$ cat src/rtl/ex_stage.sv
// rtl/ex_stage.sv - pipeline execute stage with forwarding, ALU and iterative multiplier
//
// Purpose:
//   Execute stage of a 5-stage pipeline. It resolves operand forwarding from
//   EX/MEM and MEM/WB, evaluates single-cycle ALU operations, and runs a
//   32-iteration shift-add multiplier that stalls the front of the pipe.
//   Results land in the EX/MEM register driven on the *_o outputs.
//
// Ports:
//   clk_i, rst_i                 clock (rising edge), async active-high reset
//   wb_i[1:0]                    [1]=RegWrite, [0]=MemtoReg
//   mem_i[2:0]                   memory-stage controls, passed through
//   alusrc_i                     1 = operand B is imm_i
//   aluop_i[1:0]                 00 add, 01 sub, 10 R-type (funct=imm_i[5:0]), 11 and
//   regdst_i                     1 = destination rdaddr_i, 0 = rtaddr_i
//   rsdata_i, rtdata_i, imm_i    register operands and sign-extended immediate
//   rsaddr_i, rtaddr_i, rdaddr_i register numbers
//   wbfwd_we_i/addr_i/data_i     MEM/WB write-back port used for forwarding
//   flush_i                      synchronous squash of EX
//   wb_o, mem_o                  EX/MEM controls
//   aluresult_o, stdata_o        EX/MEM result and store data
//   rdaddr_o                     EX/MEM destination register
//   stall_o                      hold fetch, IF/ID and ID/EX this cycle

module ex_stage (
  input  logic        clk_i,
  input  logic        rst_i,
  input  logic [1:0]  wb_i,
  input  logic [2:0]  mem_i,
  input  logic        alusrc_i,
  input  logic [1:0]  aluop_i,
  input  logic        regdst_i,
  input  logic [31:0] rsdata_i,
  input  logic [31:0] rtdata_i,
  input  logic [31:0] imm_i,
  input  logic [4:0]  rsaddr_i,
  input  logic [4:0]  rtaddr_i,
  input  logic [4:0]  rdaddr_i,
  input  logic        wbfwd_we_i,
  input  logic [4:0]  wbfwd_addr_i,
  input  logic [31:0] wbfwd_data_i,
  input  logic        flush_i,
  output logic [1:0]  wb_o,
  output logic [2:0]  mem_o,
  output logic [31:0] aluresult_o,
  output logic [31:0] stdata_o,
  output logic [4:0]  rdaddr_o,
  output logic        stall_o
);

  typedef enum logic {
    S_IDLE = 1'b0,
    S_MUL  = 1'b1
  } state_t;

  localparam logic [5:0] FN_ADD = 6'h20;
  localparam logic [5:0] FN_SUB = 6'h22;
  localparam logic [5:0] FN_AND = 6'h24;
  localparam logic [5:0] FN_OR  = 6'h25;
  localparam logic [5:0] FN_SLT = 6'h2A;
  localparam logic [5:0] FN_MUL = 6'h18;

  state_t      r_state;
  state_t      w_state_nxt;

  // EX/MEM register
  logic [1:0]  r_wb;
  logic [2:0]  r_mem;
  logic [31:0] r_res;
  logic [31:0] r_st;
  logic [4:0]  r_rd;

  // Multiplier working state, frozen copies of the mul instruction's fields
  logic [4:0]  r_cnt;
  logic [31:0] r_acc;
  logic [31:0] r_mcand;
  logic [31:0] r_mplier;
  logic [1:0]  r_cap_wb;
  logic [2:0]  r_cap_mem;
  logic [31:0] r_cap_st;
  logic [4:0]  r_cap_rd;

  logic        w_fwd_a_exmem;
  logic        w_fwd_a_memwb;
  logic        w_fwd_b_exmem;
  logic        w_fwd_b_memwb;
  logic        w_exmem_can_fwd;
  logic [31:0] w_op_a;
  logic [31:0] w_fwd_b;
  logic [31:0] w_op_b;
  logic [4:0]  w_dest;
  logic [5:0]  w_funct;
  logic        w_is_mul;
  logic [31:0] w_alu;
  logic [31:0] w_acc_nxt;
  logic        w_stall;
  logic        w_last_iter;

  // ---------------------------------------------------------------------------
  // Forwarding. A load in EX/MEM (MemtoReg=1) has no data yet, so it is never a
  // forwarding source. Register 0 is hard-wired zero and never matches.
  // ---------------------------------------------------------------------------
  assign w_exmem_can_fwd = r_wb[1] & ~r_wb[0] & (r_rd != 5'd0);

  assign w_fwd_a_exmem = w_exmem_can_fwd & (r_rd == rsaddr_i);
  assign w_fwd_a_memwb = wbfwd_we_i & (wbfwd_addr_i != 5'd0) & (wbfwd_addr_i == rsaddr_i);
  assign w_fwd_b_exmem = w_exmem_can_fwd & (r_rd == rtaddr_i);
  assign w_fwd_b_memwb = wbfwd_we_i & (wbfwd_addr_i != 5'd0) & (wbfwd_addr_i == rtaddr_i);

  assign w_op_a  = w_fwd_a_exmem ? r_res :
                   w_fwd_a_memwb ? wbfwd_data_i : rsdata_i;
  assign w_fwd_b = w_fwd_b_exmem ? r_res :
                   w_fwd_b_memwb ? wbfwd_data_i : rtdata_i;
  assign w_op_b  = alusrc_i ? imm_i : w_fwd_b;

  assign w_dest   = regdst_i ? rdaddr_i : rtaddr_i;
  assign w_funct  = imm_i[5:0];
  assign w_is_mul = (aluop_i == 2'b10) && (w_funct == FN_MUL);

  // ---------------------------------------------------------------------------
  // Single-cycle ALU. Mul is handled by the iterative unit; its funct falls
  // into the default arm here and the value is never registered.
  // ---------------------------------------------------------------------------
  always_comb begin
    w_alu = 32'd0;
    case (aluop_i)
      2'b00: w_alu = w_op_a + w_op_b;
      2'b01: w_alu = w_op_a - w_op_b;
      2'b11: w_alu = w_op_a & w_op_b;
      default: begin
        case (w_funct)
          FN_ADD:  w_alu = w_op_a + w_op_b;
          FN_SUB:  w_alu = w_op_a - w_op_b;
          FN_AND:  w_alu = w_op_a & w_op_b;
          FN_OR:   w_alu = w_op_a | w_op_b;
          FN_SLT:  w_alu = {31'd0, ($signed(w_op_a) < $signed(w_op_b))};
          default: w_alu = 32'd0;
        endcase
      end
    endcase
  end

  // One shift-add step; on the last iteration this is the full product.
  assign w_acc_nxt   = r_acc + (r_mplier[0] ? r_mcand : 32'd0);
  assign w_last_iter = (r_cnt == 5'd31);

  // ---------------------------------------------------------------------------
  // FSM: state register and next-state/stall logic
  // ---------------------------------------------------------------------------
  always_ff @(posedge clk_i or posedge rst_i) begin
    if (rst_i) begin
      r_state <= S_IDLE;
    end else begin
      r_state <= w_state_nxt;
    end
  end

  always_comb begin
    w_state_nxt = r_state;
    w_stall     = 1'b0;
    case (r_state)
      S_IDLE: begin
        if (w_is_mul) begin
          w_stall     = 1'b1;
          w_state_nxt = S_MUL;
        end
      end
      S_MUL: begin
        // Release the front end during the final iteration so the next
        // instruction enters ID/EX on the same edge the product is written.
        w_stall = ~w_last_iter;
        if (w_last_iter) begin
          w_state_nxt = S_IDLE;
        end
      end
      default: w_state_nxt = S_IDLE;
    endcase
    if (flush_i) begin
      w_state_nxt = S_IDLE;
      w_stall     = 1'b0;
    end
    // The state register is already IDLE during reset, but a mul sitting on
    // the inputs would otherwise still raise stall.
    if (rst_i) begin
      w_stall = 1'b0;
    end
  end

  assign stall_o = w_stall;

  // ---------------------------------------------------------------------------
  // EX/MEM register and multiplier datapath
  // ---------------------------------------------------------------------------
  always_ff @(posedge clk_i or posedge rst_i) begin
    if (rst_i) begin
      r_wb      <= 2'd0;
      r_mem     <= 3'd0;
      r_res     <= 32'd0;
      r_st      <= 32'd0;
      r_rd      <= 5'd0;
      r_cnt     <= 5'd0;
      r_acc     <= 32'd0;
      r_mcand   <= 32'd0;
      r_mplier  <= 32'd0;
      r_cap_wb  <= 2'd0;
      r_cap_mem <= 3'd0;
      r_cap_st  <= 32'd0;
      r_cap_rd  <= 5'd0;
    end else if (flush_i) begin
      // Squash: bubble into EX/MEM, any in-flight mul is dropped.
      r_wb  <= 2'd0;
      r_mem <= 3'd0;
      r_cnt <= 5'd0;
    end else begin
      case (r_state)
        S_IDLE: begin
          if (w_is_mul) begin
            r_mcand   <= w_op_a;
            r_mplier  <= w_op_b;
            r_acc     <= 32'd0;
            r_cnt     <= 5'd0;
            r_cap_wb  <= wb_i;
            r_cap_mem <= mem_i;
            r_cap_st  <= w_fwd_b;
            r_cap_rd  <= w_dest;
            r_wb      <= 2'd0;
            r_mem     <= 3'd0;
          end else begin
            r_wb  <= wb_i;
            r_mem <= mem_i;
            r_res <= w_alu;
            r_st  <= w_fwd_b;
            r_rd  <= w_dest;
          end
        end
        S_MUL: begin
          r_acc    <= w_acc_nxt;
          r_mcand  <= {r_mcand[30:0], 1'b0};
          r_mplier <= {1'b0, r_mplier[31:1]};
          r_cnt    <= r_cnt + 5'd1;
          if (w_last_iter) begin
            r_wb  <= r_cap_wb;
            r_mem <= r_cap_mem;
            r_res <= w_acc_nxt;
            r_st  <= r_cap_st;
            r_rd  <= r_cap_rd;
          end else begin
            r_wb  <= 2'd0;
            r_mem <= 3'd0;
          end
        end
        default: begin
          r_wb  <= 2'd0;
          r_mem <= 3'd0;
        end
      endcase
    end
  end

  assign wb_o        = r_wb;
  assign mem_o       = r_mem;
  assign aluresult_o = r_res;
  assign stdata_o    = r_st;
  assign rdaddr_o    = r_rd;

endmodule

$ cat config.mk
export PLATFORM = sky130hd
export DESIGN_NAME = ex_stage
export DESIGN_NICKNAME = d
export VERILOG_FILES = /design/src/rtl/ex_stage.sv
export SDC_FILE = /design/constraint.sdc
export NUM_CORES = 1
export LEC_CHECK = 0
export ABC_CLOCK_PERIOD_IN_PS = 11700
export CAP_MARGIN = 40
export CORE_UTILIZATION = 45
export CTS_CLUSTER_DIAMETER = 40
export CTS_CLUSTER_SIZE = 14
export DETAILED_ROUTE_END_ITERATION = 8
export PLACE_DENSITY = 0.72
export SLEW_MARGIN = 10
export SYNTH_ARGS = -nofsm -noshare
export SYNTH_HDL_FRONTEND = slang
export SYNTH_SLANG_ARGS = --single-unit
$ cat constraint.sdc
create_clock -name clk_i -period 11.7 [get_ports clk_i]
set_clock_uncertainty 0.05 [all_clocks]
set_input_delay 3.51 -clock clk_i [delete_from_list [all_inputs] [get_ports clk_i]]
set_output_delay 3.51 -clock clk_i [all_outputs]
set_load 0.02 [all_outputs]
==> metrics, run 1 <==
outcome=finished with violations; failing checks=design-rule violations; worst vdd ir=0.106 mV; ys async rst share=100%; CTS Buf Count=43; pre-CTS WS=1.55 ns; maxcap violations=0; R2R cell count=16; Critical Path AT=6.62 ns; Required @ worst endpoint=8.14 ns; slew margin rel.=35.5%; Yosys warning count=0; worst-path fanout max=46; Hold EP=stdata_o[21]; Max Freq=0.0982 GHz; Post-Synthesis Cells=2246; Yosys top cell area share=29.1%; gpl congestion=0.991; Yosys cell types=95; Final Power=0.00302 W; final setup fails=0; routed len/inst=24.5 um; number of port buffers=235; WHS Path Cells=2; Tot GR Track Use=34.5%; residual DRC count=20; final setup margin=1.52 ns; hold_sp=stdata_o[21]; Post-DP Area=21800 sq um; Final #Nets=2746; total I/O pin count=236; Crit. End Element=output pin; top cells by count, synth=288 x nand2_1, 247 x o21ai_0, 218 x dfrtp_1, 157 x mux2i_1, 138 x ha_1; Leak=10.4 nW; Reg clk slew, reported paths=0.05 ns; met1 WL=32.2 mm; total grt overflow=0; Initial Utilization=45.7%; launch point of the worst reg-to-reg path=rdaddr_o[1]; First-pass DRT Iterations=8; first-pass GRT wire length=110 mm; Final ANT Viol Nets=0; reg-to-reg endpoint=aluresult_o[16]; DR WL met2=32.9 mm; Die Wd=206 um; min cycle time layout=10.18 ns; max-slew violations=0; clock insertion delay at the later pin of the skew report=0.58 ns; Crit Path Category=primary input to output pin; r2r setup slk=5.59 ns; dpl hpwl=54.7 mm; postcts setup bufs=0; number of synthesized flops with an enable pin=0; Worst Hold Class=flop to flop; crit path launch type=primary input; initial antenna violation count=2; post-cts resize count=0; Core Area=41000 sq um; CTS Buffer Depth=3; ranking of synthesized cells by area=dfrtp_1 29%, ha_1 9.2%, mux2i_1 8.4%; syn_nets=2548; Root Buffer Master=clkbuf_16; CTS Sinks=218; PwrDens=130 nW/um^2; area grow syn2layout=23.8%; CTS tree=yes; chip height=206 um; period utilization=87.0%; Worst-Margin Slew=0.957 ns; Rows=74; largest net degree at the start of global routing=89; Fin. Hold Viols=0; Synth Flop Type=dfrtp_1; cell with the most instances after synthesis=nand2_1; design area=23200 sq um; highest metal used=met4; vias=18.5k; final core utilization=56.6%; H-tree depth=2; First DRT Iteration DRCs=1832; Vias per Instance=6.14; DR WL met3=6.47 mm; Syn Std Cell Area=18800 sq um; RSZ-0062 raised after global routing=no; number of global-route vias before repair=18.0k; # hold bufs at CTS=0; sequential area share after synthesis=29.1%; setup TNS=0 ns; final wirelength=73.7 mm; Yosys top cell by area=dfrtp_1; Avg Inst Size Synth=8.35 sq um; share of layout cells above drive strength 1=10.9%; Yosys reg bits=218; Total Die Area=42500 sq um
[power by group]
part / switching [W] / internal [W]
Combinational: 0.000538 / 0.000357
Clock: 0.000443 / 0.000785
Sequential: 0.0000691 / 0.000827
Total: 0.00105 / 0.00197
[cell usage in the layout, fill, tap and decap left out, types with 10 or more instances in the layout]
cell type	netlist	routed
and2_1	40	40
nor2_1	132	130
clkbuf_16	0	43
a221o_1	11	11
a221oi_1	12	12
buf_4	10	50
clkdlybuf4s50_1	0	233
clkinv_2	0	12
nand2_1	288	288
or3_1	10	10
nor4_1	11	11
a22oi_1	34	34
a211oi_1	18	18
nor3_1	20	18
o31ai_1	14	14
ha_1	138	138
mux2_2	72	72
a31oi_1	19	19
dfrtp_1	218	217
o21ai_1	30	30
xnor2_1	65	65
nand3_1	30	30
xor2_1	36	36
o21ai_0	247	247
and3_1	10	10
o22ai_1	31	31
o21bai_1	14	14
a22o_1	23	23
a21o_1	18	17
mux2i_1	157	157
inv_1	110	108
a21oi_1	137	137
[routing by layer]
metal / vias to the layer above / GRT usage [%]
met2: 844 / 53.6
met4: 0 / 12.1
met1: 9080 / 47.7
li1: 8443 / -
met5: - / 0
met3: 128 / 6.26
[critical path: stages]
cell and delay (ns):
clkdlybuf4s50_1 0.45, buf_4 0.27, nand2b_1 0.23, or4_1 0.63, a21o_4 0.44, a21oi_1 0.21, and2_1 0.23, clkdlybuf4s50_1 0.63
[through the flow]
stage	hold slack, ns	std cells
floorplan	0.393	2246
global placement	0.411	2918
detailed placement	0.421	2929
CTS	0.431	3007
global route	0.447	3010
finish	0.429	3010
[how the worst max path moves through the flow]
stage                           from       to  slack (ns)  cells past startpoint
after floorplan                rst_i  stall_o        0.87                      2
after global placement    aluop_i[1]  stall_o        1.59                      8
after detailed placement  aluop_i[1]  stall_o        1.55                      8
after CTS                 aluop_i[1]  stall_o        1.55                      8
after global routing      aluop_i[1]  stall_o        1.42                      8
final                     aluop_i[1]  stall_o        1.52                      8
[kinds of logic after synthesis]
kind of cell / Yosys count / share of synthesized area [%]
compound gates: 703 / 24.1
simple gates: 594 / 14.3
buf+inv: 259 / 5.53
mux: 230 / 12.8
flops: 218 / 29.1
fa+ha+maj: 141 / 9.52
xor+xnor: 101 / 4.71
[state kept, by name, summed over array words and instances, names as in the netlist, 3 cells and up]
register	count
r_cap_st	32
mem_o	3
r_mcand	32
r_cap_mem	3
rdaddr_o	5
r_cap_rd	5
aluresult_o	32
stdata_o	32
r_cnt	5
r_acc	32
r_mplier	32
[final cells by class]
type                       count  area (sq um)
timing repair buffer         297          2900
clock inverter                27           283
fill                        3718         17800
sequential                   218          5460
antenna                        1          2.50
multi-input combinational   1769         12300
clock buffer                  51          1140
inverter                     115           438
tap                          532           666
Note: power is estimated with default switching activity, not from simulation.
==> run 2: changes to the inputs <==
--- a/config.mk
+++ b/config.mk
@@ -5,13 +5,14 @@
 export SDC_FILE = /design/constraint.sdc
 export NUM_CORES = 1
 export LEC_CHECK = 0
+export ABC_AREA = 1
 export ABC_CLOCK_PERIOD_IN_PS = 11700
 export CAP_MARGIN = 40
 export CORE_UTILIZATION = 45
 export CTS_CLUSTER_DIAMETER = 40
 export CTS_CLUSTER_SIZE = 14
 export DETAILED_ROUTE_END_ITERATION = 8
-export PLACE_DENSITY = 0.72
+export PLACE_DENSITY = 0.71
 export SLEW_MARGIN = 10
 export SYNTH_ARGS = -nofsm -noshare
 export SYNTH_HDL_FRONTEND = slang
==> run 2 against run 1 <==
The run now ends clean. Area after synthesis rose by 13%. Combinational power increased by 18%. Maximum frequency rose by 6.3%. Cell area rose by 8.0%. Register-to-register slack better by 0.93 ns. Power up 1.4%. Routed wire length rose by 16%. Non-clock buffer count is 34 lower. Clock-buffer cell count is 10 lower. Largest power group unchanged.
==> metrics, run 2 <==
outcome=completed; residual DRC count=0 (-100%); setup TNS=0 ns (unchanged); Yosys reg bits=218 (unchanged); sequential area share after synthesis=25.7% (-3.4 points); Net Switching=0.00118 W (+12%); Critical Path AT=6.02 ns (-0.60 ns); First DRT Iteration DRCs=2597 (+42%); Multi-input gate area=13300 sq um (+8.1%); worst-path fanout max=55 (+20%); Syn Std Cell Area=21200 sq um (+13%); Rows=79 (+6.8%); critical path's slowest cell=clkdlybuf4s50_1; crit path launch type=primary input; Leak=13.2 nW (+27%); postcts setup bufs=0 (unchanged); Total Die Area=48000 sq um (+13%); number of synthesized flops with an enable pin=0 (unchanged); cell with the most instances after synthesis=nand2_1; Hold EP=r_mplier[22]; top cells by count, synth=1074 x nand2_1, 416 x inv_1, 365 x nor2_1, 243 x a21oi_1, 218 x dfrtp_1; worst path cell trace=clkdlybuf4s50_1 -> nor4_4 -> nand2_2 -> nand2_1 -> nand2_4 -> nor3_1 -> clkdlybuf4s50_1; number of port buffers=235 (unchanged); clock insertion delay at the later pin of the skew report=0.52 ns (-0.06 ns); Yosys top cell area share=25.7% (-3.4 points); Tot GR Track Use=35.4% (+0.97 points); Final ANT Viol Nets=0 (unchanged); total grt overflow=0 (unchanged); reg-to-reg endpoint=aluresult_o[31]; largest net degree at the start of global routing=106 (+19%); Crit Path Category=primary input to output pin; Max Freq=0.104 GHz (+6.3%); ranking of synthesized cells by area=dfrtp_1 26%, nand2_1 19%, ha_1 8.1%; dpl hpwl=64.6 mm (+18%); syn_nets=3712 (+46%); total I/O pin count=236 (unchanged); share of layout cells above drive strength 1=7.01% (-3.9 points); maxcap violations=0 (unchanged); post-cts resize count=0 (unchanged); chip height=219 um (+6.3%); Fin. Hold Viols=0 (unchanged); r2r setup slk=6.52 ns (+0.93 ns); H-tree depth=2 (unchanged); Post-Synthesis Cells=3410 (+52%); initial antenna violation count=2 (unchanged); Yosys top cell by area=dfrtp_1; CTS Buffer Depth=3 (unchanged); Comb power frac=34.6% (+5.0 points); launch point of the worst reg-to-reg path=rdaddr_o[2]; Yosys warning count=0 (unchanged); ys async rst share=100% (unchanged); first-pass GRT wire length=128 mm (+17%); Synth Flop Type=dfrtp_1; final wirelength=85.6 mm (+16%); gpl congestion=1.03 (+3.7%); Sw Ratio=38.4% (+3.6 points); commonest non-fill, non-tap cell in the layout=nand2_1; routed len/inst=20.4 um (-17%); Crit. End Element=output pin; Worst Hold Class=flop to flop; Clock power frac=35.0% (-5.7 points); PwrDens=122 nW/um^2 (-6.1%); slew margin rel.=37.8% (+2.3 points); Vias per Instance=5.55 (-9.6%); Yosys cell types=58 (-39%); Core Area=46600 sq um (+14%); WHS Path Cells=2 (unchanged); Internal Power=0.00189 W (-4.3%); CTS Sinks=218 (unchanged); area grow syn2layout=18.2%; vias=23.3k (+26%); # hold bufs at CTS=0 (unchanged); min cycle time layout=9.58 ns (-0.605 ns); Root Buffer Master=clkbuf_16; hold_sp=r_mplier[22]; Worst-Margin Slew=0.933 ns (-0.0241 ns); period utilization=81.9% (-5.2 points); CP max stage delay=0.63 ns (about the same); Required @ worst endpoint=8.14 ns (about the same); RSZ-0062 raised after global routing=no; register area=5460 sq um (about the same); Fill cells=4721 (+27%); First-pass DRT Iterations=8 (unchanged); CTS Buf Count=34 (-21%); number of global-route vias before repair=21.5k (+20%); max-slew violations=0 (unchanged); final setup fails=0 (unchanged); Die Wd=219 um (+6.3%); Avg Inst Size Synth=6.22 sq um (-26%); Reg clk slew, reported paths=0.05 ns (about the same); Final Power=0.00306 W (+1.4%); CP dominant cell by count=clkdlybuf4s50_1; most frequent cells in the layout=1071 x nand2_1, 415 x inv_1, 363 x nor2_1; Initial Utilization=45.5% (-0.19 points); worst vdd ir=0.130 mV (+22%); part of the power in registers=30.4% (+0.7 points); R2R cell count=26 (+10); Final #Nets=3861 (+41%); CTS tree=yes
==> run 2: cell types whose count changed after synthesis, sizes merged, moves of 54 or more <==
cell   before   now
nand2     288  1082
inv       113   447
nor2      132   368
nand3      30   205
mux2i     157     8
a21oi     140   247
mux2       73     0
xnor2      65    11
==> run 2: cells by family after synthesis <==
| family | after synthesis | synth area share (%) |
|---|---|---|
| AOI/OAI and AO/OA | 630 | 17.2 |
| DFF | 218 | 25.7 |
| buffers and inverters | 600 | 11.7 |
| xor gates and xnor gates | 45 | 1.86 |
| muxes | 8 | 0.378 |
| and+or+nand+nor | 1768 | 34.7 |
| adders and majority gates | 141 | 8.43 |
==> run 2: cell type report <==
class	instances	area share, %
antenna	1	0.00998
clock buffer	41	3.74
clock inverter	19	0.998
inverter	450	6.78
multi-input combinational	2592	53.2
sequential	218	21.8
tap	607	3.03
timing repair buffer	263	10.5
==> run 2: power groups by stage <==
stage / Combinational, W / Sequential [W] / Clock, W
6_report: 0.00106 / 0.000930 / 0.00107
5_1_grt: 0.00115 / 0.000940 / 0.00111
4_1_cts: 0.00103 / 0.000928 / 0.00108
3_5_place_dp: 0.00103 / 0.000940 / 0
3_3_place_gp: 0.00102 / 0.000938 / 0
2_1_floorplan: 0.000620 / 0.000958 / 0
==> run 2: through the flow <==
| stage | setup slack [ns] | utilization [%] | hold WS, ns | cells | instance area [sq um] |
|---|---|---|---|---|---|
| floorplan | 2.18 | - | 0.394 | 3410 | 21200 |
| global placement | 2.13 | 51.0 | 0.408 | 4123 | 23800 |
| detailed placement | 2.13 | 51.3 | 0.410 | 4130 | 23900 |
| CTS | 2.12 | 53.8 | 0.424 | 4190 | 25100 |
| global route | 1.99 | 53.9 | 0.453 | 4191 | 25100 |
| finish | 2.12 | 53.9 | 0.424 | 4191 | 25100 |
==> run 2: how the worst max path moves through the flow <==
stage,startpoint,end,slack [ns]
3_5_place_dp,aluop_i[0],stall_o,2.13
2_1_floorplan,rst_i,aluresult_o[0],2.18
4_1_cts,aluop_i[0],stall_o,2.12
5_1_grt,aluop_i[0],stall_o,1.99
6_report,aluop_i[0],stall_o,2.12
3_3_place_gp,aluop_i[0],stall_o,2.13
==> run 2: worst max-delay path: cells and delay by family <==
kind,cells,cell delay [ns]
AND/OR/NAND/NOR,5,1.31
buffers and inverters,2,1.18
==> run 2: routing by layer <==
metal	wire (um)	share of wire, %	global-route usage (%)	vias up
met3	8240	9.6	6.83	174
met5	0	0	0	-
met4	3810	4.4	15.1	0
li1	-	-	-	11100
met2	36500	43	54.2	1101
met1	37000	43	48.5	10900
